<file path="src/rtl/if_fetch_queue.sv">
// Instruction-fetch stage: owns the fetch PC, keeps at most one request
// outstanding to a variable-latency instruction memory, and buffers returned
// words with their PC and fall-through PC in a DEPTH-entry queue for decode.
// A redirect flushes the queue and discards a response that is still in flight.
module if_fetch_queue #(
    parameter int                 ADDR_W   = 32,
    parameter int                 INST_W   = 32,
    parameter int                 DEPTH    = 4,
    parameter logic [ADDR_W-1:0]  RESET_PC = '0,
    parameter int                 PC_STEP  = 4
) (
    input  logic                         clk,
    input  logic                         rst,
    input  logic                         redirect,
    input  logic [ADDR_W-1:0]            redirect_pc,
    output logic                         imem_req,
    output logic [ADDR_W-1:0]            imem_addr,
    input  logic                         imem_ready,
    input  logic                         imem_rvalid,
    input  logic [INST_W-1:0]            imem_rdata,
    output logic                         out_valid,
    input  logic                         out_ready,
    output logic [INST_W-1:0]            out_inst,
    output logic [ADDR_W-1:0]            out_pc,
    output logic [ADDR_W-1:0]            out_after_pc,
    output logic [$clog2(DEPTH+1)-1:0]   count
);

    localparam int                PTR_W = $clog2(DEPTH);
    localparam int                CNT_W = $clog2(DEPTH+1);
    localparam logic [ADDR_W-1:0] STEP  = ADDR_W'(PC_STEP);

    logic [ADDR_W-1:0] fpc_q,    fpc_d;
    logic [ADDR_W-1:0] req_pc_q, req_pc_d;
    logic              pending_q, pending_d;
    logic              discard_q, discard_d;
    logic [PTR_W-1:0]  wr_ptr_q, wr_ptr_d;
    logic [PTR_W-1:0]  rd_ptr_q, rd_ptr_d;
    logic [CNT_W-1:0]  count_q,  count_d;
    logic [INST_W-1:0] inst_q [DEPTH];
    logic [INST_W-1:0] inst_d [DEPTH];
    logic [ADDR_W-1:0] pc_q   [DEPTH];
    logic [ADDR_W-1:0] pc_d   [DEPTH];
    logic [ADDR_W-1:0] apc_q  [DEPTH];
    logic [ADDR_W-1:0] apc_d  [DEPTH];

    logic [CNT_W:0]    occupancy;
    logic              accept;
    logic              resp;
    logic              push;
    logic              pop;

    // Outstanding work counts the in-flight request so a push can never hit a full queue.
    assign occupancy = {1'b0, count_q} + {{CNT_W{1'b0}}, pending_q};
    assign imem_req  = rst & ~redirect & (occupancy < (CNT_W+1)'(DEPTH))
                     & (~pending_q | imem_rvalid);
    assign imem_addr = fpc_q;
    assign accept    = imem_req & imem_ready;
    assign resp      = pending_q & imem_rvalid;
    assign push      = resp & ~discard_q;
    assign pop       = (count_q != '0) & out_ready;

    assign out_valid    = (count_q != '0);
    assign out_inst     = inst_q[rd_ptr_q];
    assign out_pc       = pc_q[rd_ptr_q];
    assign out_after_pc = apc_q[rd_ptr_q];
    assign count        = count_q;

    // Next-state: redirect flushes everything; otherwise accept, respond, push and pop.
    always_comb begin
        fpc_d     = fpc_q;
        req_pc_d  = req_pc_q;
        pending_d = pending_q;
        discard_d = discard_q;
        wr_ptr_d  = wr_ptr_q;
        rd_ptr_d  = rd_ptr_q;
        count_d   = count_q;
        inst_d    = inst_q;
        pc_d      = pc_q;
        apc_d     = apc_q;

        if (redirect) begin
            fpc_d    = redirect_pc;
            wr_ptr_d = '0;
            rd_ptr_d = '0;
            count_d  = '0;
            if (pending_q && !imem_rvalid) begin
                // the in-flight word belongs to the old path; drop it on arrival
                discard_d = 1'b1;
            end else if (pending_q && imem_rvalid) begin
                pending_d = 1'b0;
                discard_d = 1'b0;
            end
        end else begin
            if (resp) begin
                if (discard_q) begin
                    discard_d = 1'b0;
                end
            end
            if (push) begin
                inst_d[wr_ptr_q] = imem_rdata;
                pc_d[wr_ptr_q]   = req_pc_q;
                apc_d[wr_ptr_q]  = req_pc_q + STEP;
                wr_ptr_d         = wr_ptr_q + PTR_W'(1);
            end
            if (pop) begin
                rd_ptr_d = rd_ptr_q + PTR_W'(1);
            end
            case ({push, pop})
                2'b10:   count_d = count_q + CNT_W'(1);
                2'b01:   count_d = count_q - CNT_W'(1);
                default: count_d = count_q;
            endcase
            if (accept) begin
                req_pc_d  = fpc_q;
                fpc_d     = fpc_q + STEP;
                pending_d = 1'b1;
            end else if (resp) begin
                pending_d = 1'b0;
            end
        end
    end

    // State registers with synchronous active-low reset taking priority over everything.
    always_ff @(posedge clk) begin
        if (!rst) begin
            fpc_q     <= RESET_PC;
            req_pc_q  <= '0;
            pending_q <= 1'b0;
            discard_q <= 1'b0;
            wr_ptr_q  <= '0;
            rd_ptr_q  <= '0;
            count_q   <= '0;
            for (int i = 0; i < DEPTH; i++) begin
                inst_q[i] <= '0;
                pc_q[i]   <= '0;
                apc_q[i]  <= '0;
            end
        end else begin
            fpc_q     <= fpc_d;
            req_pc_q  <= req_pc_d;
            pending_q <= pending_d;
            discard_q <= discard_d;
            wr_ptr_q  <= wr_ptr_d;
            rd_ptr_q  <= rd_ptr_d;
            count_q   <= count_d;
            inst_q    <= inst_d;
            pc_q      <= pc_d;
            apc_q     <= apc_d;
        end
    end

endmodule

</file>
<file path="config.mk">
export PLATFORM = sky130hd
export DESIGN_NAME = if_fetch_queue
export DESIGN_NICKNAME = d
export VERILOG_FILES = /design/src/rtl/if_fetch_queue.sv
export SDC_FILE = /design/constraint.sdc
export NUM_CORES = 1
export LEC_CHECK = 0
export ABC_AREA = 1
export CORE_AREA = 5 5 198 200
export DETAILED_ROUTE_END_ITERATION = 8
export DIE_AREA = 0 0 203 205
export PLACE_DENSITY = 0.74
export SYNTH_ARGS = -nofsm -noshare
export SYNTH_HDL_FRONTEND = slang
export SYNTH_SLANG_ARGS = --single-unit
</file>
<file path="constraint.sdc">
create_clock -name clk -period 2.4 [get_ports clk]
set_input_delay 0.72 -clock clk [delete_from_list [all_inputs] [get_ports clk]]
set_output_delay 0.72 -clock clk [all_outputs]
set_load 0.01 [all_outputs]
</file>
==> metrics.txt <==
status=finished with violations; failing checks=negative setup slack; worst slew pin tran=0.680 ns; Clock Latency Late Sink=0.57 ns; Synth warnings=0; Die Wd=203 um; PD cells=around 590 nW/um^2; die area=41600 um^2; Seq cells post-synth=~450; TNS Setup=-20.50 ns; Leakage Power=around 11 nW; vias per inst=5.98; CTS buffer count=47; total grt overflow=0; CP required=approximately 1.7 ns; Setup Crit Path Kind=register to output port; f_max=about 370 MHz; number of antenna diodes=0; CTS tree=built; Core Region=37200 um^2; clk sink count=449; post-layout min period=between 2 and 3 ns; Reg2Reg Setup Slack=0.20 ns; Final setup violation count=between 90 and 100; num rows=71; worst-path fanout max=7; synthesized area=about 20000 um^2; ranking of synthesized cells by area=dfxtp_1 (45%), nand2_1 (11%), o21ai_0 (9.6%); share of the synthesized area in the top cell type=0.446; Worst VDD drop=0.575 mV; Post-synth ARST share=0; first-pass GRT wire length=111000 um; largest net degree at the start of global routing=142; most frequent cell after synthesis=nand2_1; Synth area leader=dfxtp_1; NumNets Final=3131; total power=0.0158 W; mean post-synth cell area=7.18 um^2; Post-Syn Nets=2888; initial cell density of the core=0.542; Synth cell types=39; fin. max-slew vios=0; via count=21300; share of cells above drive strength 1=0.206; I/O Buffers=~200; fin util=0.725; Startpoint Class=register; Reg clk slew, reported paths=0.06 ns; initial antenna violation count=1; # DRC=0; maximum clock path buffer count=3; post-synthesis sequential area ratio=0.446; worst path arrival time=2.00 ns; number of flops mapped to enable cells by yosys=0; vias in the first global route=20600; Worst Setup End Kind=output port; Final GP Congestion=around 0.96; Die Y=205 um; final hold viol count=0; PnR worst setup slack=-0.325 ns; post-route ant nets=0; most frequently used flop master after synthesis=dfxtp_1; Rel. slew slack=0.545; area delta synth->final=33.8%; H-Tree Depth=2; Post-Synthesis Cells=2810; drt first pass iters=8; Final Cycle Share=1.14; clk root buf=clkbuf_16; worst hold path type=register to register; RSZ-0062 raised after global routing=yes; HPWL Detailed=42300 um; skew final=0.0149 ns; detailed-route wire length per cell=20.3 um; initial DRC count=2011; total global-route track usage=0.327; top post-synthesis cells by count=nand2_1 (565), dfxtp_1 (449), o21ai_0 (386); Max Cap Viol=0; Total Wirelength=72200 um; IO Pins=203
-- cell families (layout without fill, tap and decap cells) --
| kind of cell | count (synthesis) | after routing | synth area share |
|---|---|---|---|
| flops | 449 | 449 | 0.446 |
| xor+xnor | 23 | 23 | 0.00998 |
| fa+ha+maj | 8 | 8 | 0.00533 |
| compound gates | 922 | 922 | 0.246 |
| buf+inv | 391 | 664 | 0.0860 |
| simple gates | 1017 | 1017 | 0.207 |
-- per-stage QoR --
stage | std cells | setup slack, ns | hold slack [ns] | cell area, um^2
after floorplan | 2810 | 0.142 | 0.438 | 20200
final | 3557 | -0.325 | 0.463 | 27000
after CTS | 3552 | -0.302 | 0.463 | 26200
after global routing | 3557 | -0.379 | 0.484 | 27000
after detailed placement | 3419 | -0.444 | 0.451 | 23400
after global placement | 3419 | -0.457 | 0.447 | 23400
-- layer usage --
layer / track usage / vias up / share of wire
met4: 0.156 / 0 / 0.045
li1: - / 9885 / -
met2: 0.538 / 1083 / 0.47
met3: 0.0682 / 214 / 0.090
met1: 0.413 / 10100 / 0.39
met5: 0 / - / 0
-- worst max-delay path, cell delays in order (launching register included) --
cell and delay (ns):
dfxtp_4 0.36, buf_12 0.17, inv_16 0.10, buf_12 0.13
buf_16 0.12, buf_8 0.11, nor2_1 0.04, o22ai_1 0.20
buf_4 0.18
-- cell usage in the layout, fill, tap and decap left out, types with 10 or more instances in the layout --
cell type / netlist / final
inv_1: 173 / 172
nand2_1: 565 / 565
o21ai_4: 0 / 24
o21ai_2: 2 / 74
nor2_2: 8 / 59
nor3_1: 10 / 10
a21oi_1: 343 / 341
nor2_4: 2 / 14
buf_2: 44 / 83
buf_6: 19 / 22
nand3_1: 107 / 107
o211ai_1: 11 / 11
xor2_1: 18 / 18
clkbuf_1: 121 / 12
o22ai_2: 0 / 50
o21ai_0: 386 / 240
nand4_1: 15 / 15
buf_4: 18 / 93
o21a_1: 57 / 57
nor2_1: 292 / 229
buf_16: 0 / 24
buf_12: 0 / 62
o22ai_1: 93 / 40
clkdlybuf4s50_1: 0 / 102
o21ai_1: 2 / 52
dfxtp_1: 449 / 430
o21bai_1: 12 / 12
dfxtp_2: 0 / 17
clkbuf_16: 0 / 52
-- sequential cells by signal, summed over array words and instances, names as in the netlist --
register and count:
wr_ptr_q 2, apc_q 120, pending_q 1, imem_addr 32
count 3, req_pc_q 32, rd_ptr_q 2, pc_q 128
discard_q 1, inst_q 128
-- area by class of cell --
cell class / count / area, um^2
Clock inverter: 14 / 174
Clock buffer: 65 / 1300
Timing Repair Buffer: 399 / 4570
Inverter: 185 / 733
Fill cell: 2721 / 10200
Tap cell: 474 / 593
Timing Repair inverter: 1 / 30.0
Multi-Input combinational cell: 1970 / 10600
Sequential cell: 449 / 9020
-- worst paths after layout --
| path | startpoint | end | cells past startpoint |
|---|---|---|---|
| worst min-delay path | inst_q[60]$_SDFFE_PN0P_ | inst_q[60]$_SDFFE_PN0P_ | 2 |
| worst max register to register | req_pc_q[2]$_SDFFE_PN0P_ | apc_q[46]$_SDFFE_PN0P_ | 8 |
| worst max-delay path | rd_ptr_q[0]$_SDFFE_PP0N_ | out_after_pc[14] | 8 |
| worst min register to register | inst_q[60]$_SDFFE_PN0P_ | inst_q[60]$_SDFFE_PN0P_ | 2 |
-- timing repair --
| action | CTS | global route |
|---|---|---|
| buffers inserted | 26 | 5 |
| pin swaps | 80 | 52 |
| setup endpoints to repair | 102 | 108 |
| cloned | 28 | 5 |
| hold buffers | 0 | 0 |
| resized for setup | 664 | 227 |
-- power breakdown --
group	internal [W]	total (W)	switching, W
Combinational	0.000399	0.000957	0.000558
Sequential	0.00754	0.00766	0.000118
Clock	0.00420	0.00721	0.00301
Total	0.0121	0.0158	0.00368
Note: power is estimated with default switching activity, not from simulation.
